### config.mk
export PLATFORM = sky130hd
export DESIGN_NAME = lfsr_rr_scheduler
export DESIGN_NICKNAME = d
export VERILOG_FILES = /design/src/rtl/lfsr_rr_scheduler_pkg.sv /design/src/rtl/lfsr_rr_scheduler_lfsr_next.sv /design/src/rtl/lfsr_rr_scheduler.sv
export SDC_FILE = /design/constraint.sdc
export NUM_CORES = 1
export LEC_CHECK = 0
export CAP_MARGIN = 10
export CORE_ASPECT_RATIO = 0.8
export CORE_MARGIN = 4
export CORE_UTILIZATION = 35
export CTS_CLUSTER_SIZE = 20
export DETAILED_ROUTE_END_ITERATION = 8
export GPL_ROUTABILITY_DRIVEN = 0
export PLACE_DENSITY = 0.58
export SLEW_MARGIN = 20
export SYNTH_ARGS = -nofsm -noshare
export SYNTH_HDL_FRONTEND = slang
export SYNTH_HIERARCHICAL = 1
export SYNTH_SLANG_ARGS = --single-unit
### constraint.sdc
create_clock -name clk -period 6.4 [get_ports clk]
set_clock_uncertainty 0.05 [all_clocks]
set_input_delay 0.96 -clock clk [delete_from_list [all_inputs] [get_ports clk]]
set_output_delay 0.96 -clock clk [all_outputs]
set_load 0.05 [all_outputs]
### src/rtl/lfsr_rr_scheduler_pkg.sv
// -----------------------------------------------------------------------------
// lfsr_rr_scheduler_pkg
// Shared definitions for the LFSR round-robin scheduler:
//   - FSM state encoding (WARMUP, SERVE)
//   - default LFSR width, seed and feedback taps (N=4, maximal length, period 15)
//   - small helper for modulo-R pointer increment
// -----------------------------------------------------------------------------
package lfsr_rr_scheduler_pkg;

   localparam logic [0:0] FSM_WARMUP = 1'b0;
   localparam logic [0:0] FSM_SERVE  = 1'b1;

   localparam int unsigned LFSR_N_DEFAULT    = 32'd4;
   localparam logic [3:0]  LFSR_TAPS_DEFAULT = 4'b0011;
   localparam logic [3:0]  LFSR_SEED_DEFAULT = 4'b0001;

   // Increment v, wrapping to zero at m.
   function automatic int unsigned rr_wrap_inc(input int unsigned v, input int unsigned m);
      int unsigned r;
      if ((v + 32'd1) >= m) begin
         r = 32'd0;
      end else begin
         r = v + 32'd1;
      end
      return r;
   endfunction

endpackage

### src/rtl/lfsr_rr_scheduler_lfsr_next.sv
// -----------------------------------------------------------------------------
// lfsr_next
// Purely combinational Fibonacci-style LFSR step:
//   feedback   = XOR-reduce(state & TAPS)
//   next_state = {feedback, state[N-1:1]}
// Ports:
//   state      in  N  current LFSR state
//   next_state out N  state after one advance
// -----------------------------------------------------------------------------
module lfsr_next
   import lfsr_rr_scheduler_pkg::*;
#(
   parameter int unsigned  N    = LFSR_N_DEFAULT,
   parameter logic [N-1:0] TAPS = LFSR_TAPS_DEFAULT
) (
   input  logic [N-1:0] state,
   output logic [N-1:0] next_state
);

   logic feedback_s;

   // Feedback bit and shifted next state.
   always_comb begin
      feedback_s = ^(state & TAPS);
      next_state = {feedback_s, state[N-1:1]};
   end

endmodule

### src/rtl/lfsr_rr_scheduler.sv
// -----------------------------------------------------------------------------
// lfsr_rr_scheduler
// Shares one LFSR among R requesters. A round-robin arbiter grants at most one
// requester per cycle and hands it the current LFSR word; the LFSR advances
// exactly once per grant so no two consumers see the same sample. After reset
// or a reseed, the first WARMUP states are discarded before serving.
// Ports:
//   clk        in   1  clock, rising edge
//   reset      in   1  synchronous, active-high reset
//   req        in   R  per-requester level request
//   seed_load  in   1  one-cycle pulse: load seed_val, restart warm-up
//   seed_val   in   N  new seed (zero is replaced by SEED)
//   gnt        out  R  registered one-hot (or zero) grant pulse
//   rnd        out  N  registered random word, valid with rnd_valid
//   rnd_valid  out  1  high in the cycle gnt is non-zero
//   busy       out  1  high while warming up
// -----------------------------------------------------------------------------
module lfsr_rr_scheduler
   import lfsr_rr_scheduler_pkg::*;
#(
   parameter int unsigned  N      = LFSR_N_DEFAULT,
   parameter logic [N-1:0] TAPS   = LFSR_TAPS_DEFAULT,
   parameter logic [N-1:0] SEED   = LFSR_SEED_DEFAULT,
   parameter int unsigned  R      = 32'd3,
   parameter int unsigned  WARMUP = 32'd2
) (
   input  logic         clk,
   input  logic         reset,
   input  logic [R-1:0] req,
   input  logic         seed_load,
   input  logic [N-1:0] seed_val,
   output logic [R-1:0] gnt,
   output logic [N-1:0] rnd,
   output logic         rnd_valid,
   output logic         busy
);

   localparam int unsigned PW = $clog2(R);
   localparam int unsigned CW = (WARMUP > 32'd1) ? $clog2(WARMUP) : 32'd1;
   localparam logic [CW-1:0] WARM_LAST =
      (WARMUP > 32'd0) ? CW'(int'(WARMUP) - 32'sd1) : {CW{1'b0}};
   // State entered after reset or reseed: warm-up is skipped entirely when WARMUP is 0.
   localparam logic [0:0] FSM_RESTART = (WARMUP > 32'd0) ? FSM_WARMUP : FSM_SERVE;

   logic [N-1:0]  state_r;
   logic [0:0]    fsm_r;
   logic [CW-1:0] count_r;
   logic [PW-1:0] ptr_r;
   logic [R-1:0]  gnt_r;
   logic [N-1:0]  rnd_r;
   logic          rnd_valid_r;

   logic [N-1:0]  next_state_s;
   logic [N-1:0]  seed_state_s;
   logic          grant_found_s;
   logic [PW-1:0] grant_idx_s;
   logic [R-1:0]  grant_onehot_s;
   logic [PW-1:0] ptr_next_s;

   lfsr_next #(
      .N    (N),
      .TAPS (TAPS)
   ) u_lfsr_next (
      .state      (state_r),
      .next_state (next_state_s)
   );

   // Zero seed would lock the LFSR up, so it is replaced by SEED.
   always_comb begin
      if (seed_val == {N{1'b0}}) begin
         seed_state_s = SEED;
      end else begin
         seed_state_s = seed_val;
      end
   end

   // Round-robin search: first set request at or after the pointer, wrapping modulo R.
   always_comb begin
      int idx;
      idx            = 0;
      grant_found_s  = 1'b0;
      grant_idx_s    = {PW{1'b0}};
      for (int i = 0; i < int'(R); i++) begin
         idx = (int'(ptr_r) + i) % int'(R);
         if (!grant_found_s && req[idx]) begin
            grant_found_s = 1'b1;
            grant_idx_s   = PW'(idx);
         end else begin
            grant_found_s = grant_found_s;
         end
      end
   end

   // One-hot grant vector and the pointer value that follows this grant.
   always_comb begin
      if (grant_found_s) begin
         grant_onehot_s = {{(R-1){1'b0}}, 1'b1} << grant_idx_s;
      end else begin
         grant_onehot_s = {R{1'b0}};
      end
      ptr_next_s = PW'(rr_wrap_inc(32'(grant_idx_s), R));
   end

   // Scheduler FSM, LFSR state, pointer and registered outputs.
   // Priority: reset > seed_load > normal WARMUP/SERVE operation.
   always_ff @(posedge clk) begin
      if (reset) begin
         state_r     <= SEED;
         fsm_r       <= FSM_RESTART;
         count_r     <= {CW{1'b0}};
         ptr_r       <= {PW{1'b0}};
         gnt_r       <= {R{1'b0}};
         rnd_r       <= {N{1'b0}};
         rnd_valid_r <= 1'b0;
      end else if (seed_load) begin
         // Overrides any same-cycle grant; pointer and rnd are kept.
         state_r     <= seed_state_s;
         fsm_r       <= FSM_RESTART;
         count_r     <= {CW{1'b0}};
         gnt_r       <= {R{1'b0}};
         rnd_valid_r <= 1'b0;
      end else begin
         case (fsm_r)
            FSM_WARMUP: begin
               // Requests are ignored; each cycle discards one LFSR state.
               state_r     <= next_state_s;
               gnt_r       <= {R{1'b0}};
               rnd_valid_r <= 1'b0;
               if (count_r == WARM_LAST) begin
                  fsm_r   <= FSM_SERVE;
                  count_r <= {CW{1'b0}};
               end else begin
                  count_r <= count_r + CW'(1'b1);
               end
            end
            FSM_SERVE: begin
               if (grant_found_s) begin
                  // The granted requester gets the current word; LFSR advances once.
                  gnt_r       <= grant_onehot_s;
                  rnd_r       <= state_r;
                  rnd_valid_r <= 1'b1;
                  state_r     <= next_state_s;
                  ptr_r       <= ptr_next_s;
               end else begin
                  gnt_r       <= {R{1'b0}};
                  rnd_valid_r <= 1'b0;
               end
            end
            default: begin
               fsm_r       <= FSM_RESTART;
               count_r     <= {CW{1'b0}};
               gnt_r       <= {R{1'b0}};
               rnd_valid_r <= 1'b0;
            end
         endcase
      end
   end

   assign gnt       = gnt_r;
   assign rnd       = rnd_r;
   assign rnd_valid = rnd_valid_r;
   assign busy      = (fsm_r == FSM_WARMUP);

endmodule

-- After elaboration in Yosys (flattened, before gate mapping)
Index checks and enable logic that the tools add are counted.
- $add $sub $neg: 4
- divide/modulo/power cells: 3
- order comparisons: 4
- equal/unequal tests: 1
- shift-type cells: 1
- multiplexer cells: 27
- bitwise operators: 2
- reductions and logical operators: 8
- operator list (operator ; count):
    $lt A32 B4 Y1 const B ; 3
    $mod A32 B3 Y32 const B ; 2
    $mod A3 B3 Y32 const B ; 1
    $mux W1 ; 13
    $mux W4 ; 3
    $mux W2 ; 4
    $pmux W4 S2 ; 1
    $add A2 B1 Y3 const B ; 2
    $bmux W1 S2 ; 3
    $pmux W3 S2 ; 1
    $logic_not A4 Y1 ; 1
    $reduce_xor A4 Y1 ; 1
    $add A2 B2 Y3 const B ; 1
    $ge A3 B2 Y1 const B ; 1
    $mux W3 ; 1
    $ne A3 B2 Y1 const B ; 1
    $reduce_and A3 Y1 ; 1
    $shl A1 B2 Y3 const A ; 1
    $logic_and A1 B1 Y1 ; 2
    $logic_not A1 Y1 ; 2
    $not A1 Y1 ; 2
    $pmux W1 S2 ; 1
    $reduce_or A2 Y1 ; 1
    $add A1 B1 Y1 const B ; 1
- register bits: 16
- input bits: 10
- output and inout port bits: 9
- word-level logic and storage cells: 57

-- Logic depth before layout (Yosys ltp)
Gate-level depths: netlist of run 1.
- depth in word-level cells: 14
- depth in mapped cells: 8
- mapped depth without buffers: 7

-- Modules after synthesis
Netlist of run 1, hierarchy kept.
- by module, submodules not included (module ; instances ; cells an instance ; area each (um^2) ; seq. area each (um^2)):
    lfsr_rr_scheduler ; 1 ; 97 ; 855.8 ; 320.3
    lfsr_next ; 1 ; 5 ; 38.8 ; 0.0

-- Worst setup path before layout of run 1
Ideal clock, no wire load.
- path type: input to register
- start: input req[1]
- end: register gnt_r[2] (netlist: gnt[2])
- setup time: 0.116 ns
- data arrival time: 2.166 ns
- data required time: 6.234 ns
- slack: 4.069 ns
- stages: 5
- buffers on the path: 0
- cell sequence: a22o_1 > a222oi_1 > and2b_2 > a21o_2 > and3b_1
- word-level cells in the longest chain between the ends: 13
- elaborated cells between the ends (all ways): 22
- those cells by class: 1 x shift; 17 x mux; 4 x reduce/logical
- ends and longest elaborated chain (item ; line ; source):
    start, declared ; lfsr_rr_scheduler.sv:29 ; input logic [R-1:0] req,
    $bmux W1 S2 ; lfsr_rr_scheduler.sv:85 ; if (!grant_found_s && req[idx]) begin
    $mux W1 (not written as such) (2 in series) ; lfsr_rr_scheduler.sv:85 ;
    $mux W1 ; lfsr_rr_scheduler.sv:85 ;
    $logic_not A1 Y1 ; lfsr_rr_scheduler.sv:85 ;
    $logic_and A1 B1 Y1 ; lfsr_rr_scheduler.sv:85 ;
    $mux W1 ; lfsr_rr_scheduler.sv:85 ;
    $logic_not A1 Y1 ; lfsr_rr_scheduler.sv:85 ;
    $logic_and A1 B1 Y1 ; lfsr_rr_scheduler.sv:85 ;
    $mux W2 ; lfsr_rr_scheduler.sv:85 ;
    $shl A1 B2 Y3 ; lfsr_rr_scheduler.sv:97 ; grant_onehot_s = {{(R-1){1'b0}}, 1'b1} << grant_idx_s;
    $mux W3 (*) ; lfsr_rr_scheduler.sv:137 ; if (grant_found_s) begin
    $pmux W3 S2 (*) ; lfsr_rr_scheduler.sv:123 ; case (fsm_r)
    end signal, assigned ; lfsr_rr_scheduler.sv:127 ; gnt_r <= {R{1'b0}};
    end signal, assigned ; lfsr_rr_scheduler.sv:139 ; gnt_r <= grant_onehot_s;
    end signal, assigned ; lfsr_rr_scheduler.sv:145 ; gnt_r <= {R{1'b0}};
    end, declared ; lfsr_rr_scheduler.sv:49 ; logic [R-1:0] gnt_r;
Mark *: on every way between the ends. The rest lies on a longest branch, timed or not. The select of a mux whose other input is x is not followed.
A chain may end at the register's enable or synchronous reset.

-- Worst setup path after layout of run 1
- start: input req[2]
- end: register gnt_r[2] (netlist: gnt[2])
The elaborated chain is that of the path after synthesis.

==> metrics.txt, run 1 <==
status finished, final reports clean; Synth Area in Adders 0.0420; crit-path max cell delay 540 ps; relative slew slack 0.622; post-route cell area approximately 1100 um^2; Resize count post-CTS 0; Initial Util 0.366; Final min period approximately 2800 ps; Ports 19; clock tree from TritonCTS done; DPL Wire Length between 1000 and 1500 um; clk slew on worst S/H paths 90 ps; FF+latch count, synth 16; CP max FO 8; CTS max path bufs 2; GRT Residual Overflow 0; Tightest Pin Transition between 500 and 600 ps; max_cap viols 0; Fin. Hold Viols 0; vias 750; Placed Cells ~150; largest family of logic cells by synthesized area simple AND/OR/NAND/NOR gates; Root Buffer clkbuf_4; pins over their slew limit 0; first-pass GRT wire length roughly 2900 um; Most used DFF post-synth dfxtp_1; H-tree lvl count 1; # DRC 0; CTS Hold Buffers Added 0; CP Data Required Time approximately 6500 ps; Pwr Total 0.199 mW; fillers 261; count of different cell masters after synthesis 32; PD cells ~180 nW/um^2; Site Rows 16; layout cells sized above 1 0.0948; Core ar. about 2400 um^2; Leakage around 0.42 nW; Slowest cell on crit path clkdlybuf4s50_1; Synth Area in Compound Gates 0.178; antenna violation net count after detailed routing 0; fin cells about 150; Via density approximately 4.9; routed wire length ~1700 um; WS Path Type in2reg; Mapped Area between 800 and 900 um^2; Hold Path Class reg2reg; mux cell area share after synthesis 0.119; cts bufs inserted 3; Setup TNS Final 0 ps; crit path launch type input pin; IO buf count 18; Die H between 50 and 60 um; vias in the first global route 644; Synth Instances just over 100; Die Width 64.5 um; Die Area between 3000 and 4000 um^2; Initial DRC Count 29; router iterations before antenna repair 5; worst ir drop on vdd between 150 and 200 uV; antenna diode count 0; CP arrival slightly below 3000 ps; ys async rst share 0; initial antenna violation count 0; Avg Inst Size Synth 8.77 um^2; number of synthesized flops with an enable pin 0; Achievable Freq between 300 and 400 MHz; Placed Area about 1100 um^2; GRT Total Usage 0.113; worst skew pair latency roughly 280 ps; Syn Nets approximately 120; RSZ-0062 raised after global routing no; Sink Count 16; crit-path cells clkdlybuf4s50_1 -> mux2_1 -> a222oi_1 -> a21boi_2 -> nor2b_4 -> and3b_1; Nets between 100 and 150; Period Utilization, post-route 0.434; Syn-to-layout area delta 22.8%; xor/xnor share of the synthesized area 0.0196; Ys Warns 6; sequential element share of the synthesized area 0.358; simple-gate area share of the yosys netlist 0.190; Setup crit end kind flip-flop; Hold WS about 460 ps; wire per inst approximately 12 um; final setup vio count 0; post-CTS setup buffer count 0; largest net degree at the start of global routing 14
==> synthesized netlist by cell type, types with 2 or more instances <==
master | n | area (um^2)
a211oi_1 | 4 | 30.0
a21oi_1 | 4 | 20.0
a222oi_1 | 2 | 20.0
a22o_1 | 3 | 26.3
buf_4 | 5 | 37.5
dfxtp_1 | 16 | 320
ha_1 | 3 | 37.5
inv_1 | 7 | 26.3
mux2i_1 | 8 | 80.1
nand2_1 | 4 | 15.0
nand3_1 | 3 | 15.0
nor2_1 | 17 | 63.8
nor3_1 | 3 | 15.0
o21ai_0 | 4 | 20.0
xor2_1 | 2 | 17.5
==> cell families after synthesis <==
| family | Yosys count |
|---|---|
| xor+xnor | 2 |
| flops | 16 |
| simple gates | 34 |
| fa+ha+maj | 3 |
| mux | 10 |
| compound gates | 22 |
| buf+inv | 15 |
==> worst paths after layout <==
kind | from | end | slack [ps] | depth (start not counted)
worst min register to register | count_r | fsm_r | 460 | 1
worst max register to register | ptr_r[1] | gnt[2] | 4000 | 7
worst min-delay path | count_r | fsm_r | 460 | 1
worst max-delay path | req[2] | gnt[2] | 3630 | 6
==> report_power, final <==
group	switching, mW	total [mW]	leakage (nW)	internal [mW]
clock network	0.0293	0.0639	0.0210	0.0346
registers	0.00265	0.105	0.130	0.103
logic	0.0149	0.0294	0.273	0.0145
==> state kept, by name, summed over array words and instances (netlist names) <==
signal / count
ptr_r: 2
gnt: 3
rnd_valid: 1
rnd: 4
fsm_r: 1
state_r: 4
count_r: 1
==> cell usage in the layout, fill, tap and decap left out, types with 2 or more instances in the layout <==
| master | n |
|---|---|
| inv_1 | 7 |
| a21oi_1 | 4 |
| mux2i_1 | 8 |
| nor2_1 | 17 |
| o21ai_0 | 4 |
| nor3_1 | 3 |
| dfxtp_1 | 16 |
| a222oi_1 | 2 |
| a22o_1 | 3 |
| clkbuf_4 | 3 |
| a211oi_1 | 4 |
| clkdlybuf4s50_1 | 18 |
| nand3_1 | 3 |
| xor2_1 | 2 |
| nand2_1 | 4 |
| ha_1 | 3 |
==> cell type report <==
class | count | area [um^2] | area share
clock buffer | 4 | 36.3 | 0.0330
sequential | 16 | 320 | 0.292
inverter | 7 | 26.3 | 0.0239
multi-input combinational | 71 | 490 | 0.446
timing repair buffer | 18 | 180 | 0.164
tap | 36 | 45.0 | 0.0410
==> metal layers <==
metal / GRT usage / up-vias / part of all wire
met3: 0.0510 / 0 / 0.058
li1: - / 381 / -
met1: 0.149 / 349 / 0.50
met4: 0.0211 / 0 / 0
met5: 0 / - / 0
met2: 0.170 / 20 / 0.44
==> through the flow <==
stage          setup slack [ps]   util
6_report                   3630  0.450
5_1_grt                    3450  0.450
4_1_cts                    3610  0.450
3_5_place_dp               3310  0.435
3_3_place_gp               3400  0.435
2_1_floorplan              4070      -
==> worst max-delay path, delay by kind of cell <==
| kind | cells | cell delay (ps) |
|---|---|---|
| compound gates | 2 | 700 |
| buf+inv | 1 | 540 |
| mux | 1 | 360 |
| simple gates | 2 | 360 |
No activity file was read; power rests on OpenSTA's default activity.
==> run 2, diff against run 1 <==
--- a/config.mk
+++ b/config.mk
@@ -12,7 +12,7 @@
 export CTS_CLUSTER_SIZE = 20
 export DETAILED_ROUTE_END_ITERATION = 8
 export GPL_ROUTABILITY_DRIVEN = 0
-export PLACE_DENSITY = 0.58
+export PLACE_DENSITY = 0.61
 export SLEW_MARGIN = 20
 export SYNTH_ARGS = -nofsm -noshare
 export SYNTH_HDL_FRONTEND = slang
==> constraint.sdc (replaced) <==
create_clock -name clk -period 2.4 [get_ports clk]
set_clock_uncertainty 0.05 [all_clocks]
set_input_delay 0.36 -clock clk [delete_from_list [all_inputs] [get_ports clk]]
set_output_delay 0.36 -clock clk [all_outputs]
set_load 0.05 [all_outputs]
==> run 2 against run 1 <==
Setup slack worse by 3400 ps. Design area up 4.3%. Wire length down 1.8%. Critical path type is now reg2reg. Via count down 0.13%. Core utilization up 1.9 points. Register-to-register slack worse by 3800 ps. Global-route usage down 0.19 points. Largest cell class unchanged. Clock power rose to 2.7 times the previous value. Count of clock-buffer cells in the layout unchanged. Combinational power rose to 2.8 times the previous value.
==> metrics.txt, run 2 (same netlist as run 1, synthesis figures left out) <==
most frequent cells in the layout 18 x clkdlybuf4s50_1, 17 x nor2_1, 16 x dfxtp_1; max_cap viols 0; PD cells about 470 nW/um^2; Root Buffer clkbuf_4; multi-input combinational cell area about 500 um^2; pins over their slew limit 0; largest net degree at the start of global routing 14; Leakage approximately 0.45 nW; Hold Path Class reg2reg; IO buf count 18; CTS Hold Buffers Added 0; Die Area 3430 um^2; Setup TNS Final 0 ps; Period Utilization, post-route 0.915; fillers 250; layout cells sized above 1 0.149; Fin. Hold Viols 0; GRT Residual Overflow 0; WS Path Type reg2reg; Resize count post-CTS 0; antenna diode count 0; Sink Count 16; Site Rows 16; GRT Total Usage 0.111; Ports 19; routed wire length ~1700 um; H-tree lvl count 1; Initial Util 0.366; first-pass GRT wire length just under 3000 um; Worst Slack Setup Final about 200 ps; most common cell after layout, fill and taps aside clkdlybuf4s50_1; Die Width 64.5 um; Syn-to-layout area delta 28.1%; CTS max path bufs 2; initial antenna violation count 0; worst skew pair latency 280 ps; CP Data Required Time 2540 ps; vias in the first global route around 660; Pwr Total about 0.54 mW; Reg area roughly 320 um^2; clk slew on worst S/H paths approximately 90 ps; Final min period roughly 2200 ps; Place WS 107 ps; router iterations before antenna repair 4; wire per inst between 10 and 15 um; Placed Cells between 150 and 200; Via density between 4 and 5; Achievable Freq between 400 and 500 MHz; vias between 700 and 800; fin cells approximately 160; # DRC 0; crit path launch type flip-flop; Hold WS 450 ps; cts bufs inserted 3; Die H approximately 53 um; DPL Wire Length 1360 um; Initial DRC Count 19; worst ir drop on vdd 275 uV; relative slew slack 0.668; post-CTS setup buffer count 0; Nets ~140; CP max FO 8; status finished, final reports clean; antenna violation net count after detailed routing 0; Setup crit end kind flip-flop; clock tree from TritonCTS done; Tightest Pin Transition a little under 500 ps; final setup vio count 0; CP arrival 2330 ps; Core ar. approximately 2400 um^2
run 2: changes by cell type in the layout (fill, tap and decap cells not counted):
| cell | previous run | this run |
|---|---|---|
| a211oi_2 | 0 | 2 |
| a211oi_1 | 4 | 2 |
| buf_4 | 0 | 5 |
run 2: path summary, 6_finish.rpt:
check        slack (ps)  cells past startpoint      to     start
max                 210                      8  gnt[2]  ptr_r[0]
min reg2reg         450                      1   fsm_r   count_r
max reg2reg         210                      8  gnt[2]  ptr_r[0]
min                 450                      1   fsm_r   count_r
run 2: stage by stage:
| stage | area, um^2 | util |
|---|---|---|
| after floorplan | 895 | - |
| after global placement | 1100 | 0.450 |
| after detailed placement | 1100 | 0.450 |
| after CTS | 1140 | 0.465 |
| after global routing | 1150 | 0.469 |
| final | 1150 | 0.469 |
run 2: area by class of cell:
type                            count  share of cell area
Timing Repair Buffer               23               0.190
Inverter                            7              0.0229
Clock buffer                        4              0.0317
Sequential cell                    16               0.279
Tap cell                           36              0.0393
Multi-Input combinational cell     71               0.437
run 2: per-layer routing:
| metal | global-route usage | part of all wire |
|---|---|---|
| met3 | 0.0446 | 0.053 |
| met5 | 0 | 0 |
| met2 | 0.180 | 0.48 |
| met1 | 0.139 | 0.46 |
| met4 | 0.0211 | 0.0023 |
run 2: worst max-delay path: stages, from the launching register on:
cell	delay [ps]
dfxtp_1	370
inv_1	70
ha_1	390
a22o_1	240
a222oi_1	350
buf_4	190
and2b_2	150
a21o_2	140
and3b_1	170
run 2: where the power goes:
group	leakage [nW]	switching, mW	total, mW	internal, mW
Clock	0.0210	0.0821	0.174	0.0923
Sequential	0.130	0.00716	0.281	0.274
Combinational	0.301	0.0402	0.0835	0.0433
==> run 3, diff against run 2 <==
--- a/config.mk
+++ b/config.mk
@@ -12,7 +12,7 @@
 export CTS_CLUSTER_SIZE = 20
 export DETAILED_ROUTE_END_ITERATION = 8
 export GPL_ROUTABILITY_DRIVEN = 0
-export PLACE_DENSITY = 0.61
+export PLACE_DENSITY = 0.58
 export SLEW_MARGIN = 20
 export SYNTH_ARGS = -nofsm -noshare
 export SYNTH_HDL_FRONTEND = slang
==> constraint.sdc (replaced) <==
create_clock -name clk -period 2.6 [get_ports clk]
set_clock_uncertainty 0.05 [all_clocks]
set_input_delay 0.39 -clock clk [delete_from_list [all_inputs] [get_ports clk]]
set_output_delay 0.39 -clock clk [all_outputs]
set_load 0.05 [all_outputs]
==> run 3 against run 2 <==
Combinational power down 8.1%. Global-route usage up 0.41 points. Count of clock-buffer cells in the layout unchanged. Hold slack worse by 0.67 ps. Critical path depth down 1. Die area unchanged. Via count down 0.93%. Flip-flop and latch count unchanged. Total power down 7.8%. Non-clock buffer count unchanged. Wire length up 5.8%. Highest routed layer is now met3. Largest cell class unchanged.
==> metrics.txt, run 3 (same netlist as run 1, synthesis figures left out) <==
pins over their slew limit 0; CP arrival between 2000 and 2500 ps; Root Buffer clkbuf_4; status finished, final reports clean; antenna diode count 0; routed wire length about 1800 um; clk slew on worst S/H paths roughly 90 ps; Core ar. 2440 um^2; clock tree from TritonCTS done; post-CTS setup buffer count 0; max_cap viols 0; PD cells between 400 and 500 nW/um^2; Die Width between 60 and 70 um; Initial Util 0.366; Hold WS around 450 ps; Period Utilization, post-route 0.879; Via density 4.73; Sink Count 16; Fin. Hold Viols 0; Final min period about 2300 ps; Setup crit end kind flip-flop; first-pass GRT wire length about 3000 um; Tightest Pin Transition roughly 540 ps; WS Path Type reg2reg; most common cell after layout, fill and taps aside clkdlybuf4s50_1; fin cells between 150 and 200; GRT Total Usage 0.115; CP max FO 12; relative slew slack 0.642; CTS max path bufs 2; crit-path cells inv_1 -> ha_1 -> a22o_1 -> a222oi_1 -> a21boi_2 -> nor2b_4 -> and3b_1; antenna violation net count after detailed routing 0; Setup TNS Final 0 ps; H-tree lvl count 1; wire per inst about 12 um; router iterations before antenna repair 4; Achievable Freq roughly 440 MHz; Resize count post-CTS 0; vias in the first global route between 600 and 700; Leakage ~0.45 nW; Initial DRC Count 20; Die Area between 3000 and 4000 um^2; Slowest cell on crit path a222oi_1; Bufs and invs on worst path 1; Die H ~53 um; worst ir drop on vdd approximately 370 uV; largest net degree at the start of global routing 13; Syn-to-layout area delta 27.0%; cts bufs inserted 3; initial antenna violation count 0; RSZ-0062 raised after global routing no; Hold Path Class reg2reg; layout cells sized above 1 0.132; Ports 19; final setup vio count 0; worst skew pair latency ~280 ps; critical path's top delay family compound AO/OA/AOI/OAI gates; DPL Wire Length between 1000 and 1500 um; GRT Residual Overflow 0; crit path launch type flip-flop; Worst Slack Setup Final 314 ps; CTS Hold Buffers Added 0; Nets around 140; Placed Cells between 150 and 200; most frequent cells in the layout 18 x clkdlybuf4s50_1, 17 x nor2_1, 16 x dfxtp_1; IO buf count 18; # DRC 0; CP Data Required Time between 2000 and 3000 ps; Place WS 160 ps; Site Rows 16; crit-path max cell delay roughly 540 ps; Final Util 0.465; vias 742
==> run 3: path summary, 6_finish.rpt <==
path                                from  endpoint  slack (ps)  cells past startpoint
worst max-delay path            ptr_r[0]    gnt[2]         310                      7
worst min-delay path             count_r     fsm_r         450                      1
worst max register to register  ptr_r[0]    gnt[2]         310                      7
worst min register to register   count_r     fsm_r         450                      1
==> run 3: stage by stage <==
step | cell area [um^2] | total power [mW]
after detailed placement | 1100 | 0.341
after global placement | 1100 | 0.340
after CTS | 1140 | 0.504
final | 1140 | 0.497
after global routing | 1140 | 0.524
after floorplan | 895 | 0.317
==> run 3: where the power goes <==
group / internal, mW / total, mW / switching [mW]
sequential: 0.253 / 0.259 / 0.00642
clock: 0.0852 / 0.161 / 0.0756
combinational: 0.0392 / 0.0767 / 0.0375
==> run 3: layer usage <==
layer	track usage	wire length [um]	vias to the layer above
li1	-	-	393
met1	0.148	918	335
met2	0.182	807	14
met3	0.0467	90	0
met4	0.0211	0	0
met5	0	0	-
==> run 3: final cells by class <==
type	instances	area (um^2)
Clock buffer	4	36.3
Fill cell	252	1310
Inverter	7	26.3
Multi-Input combinational cell	71	490
Sequential cell	16	320
Tap cell	36	45.0
Timing Repair Buffer	23	218
==> run 3: worst register-to-register path: stages, from the launching register on <==
cell      delay, ps
dfxtp_1         370
inv_1            70
ha_1            330
a22o_1          260
a222oi_1        540
a21boi_2        240
nor2b_4         190
and3b_1         150
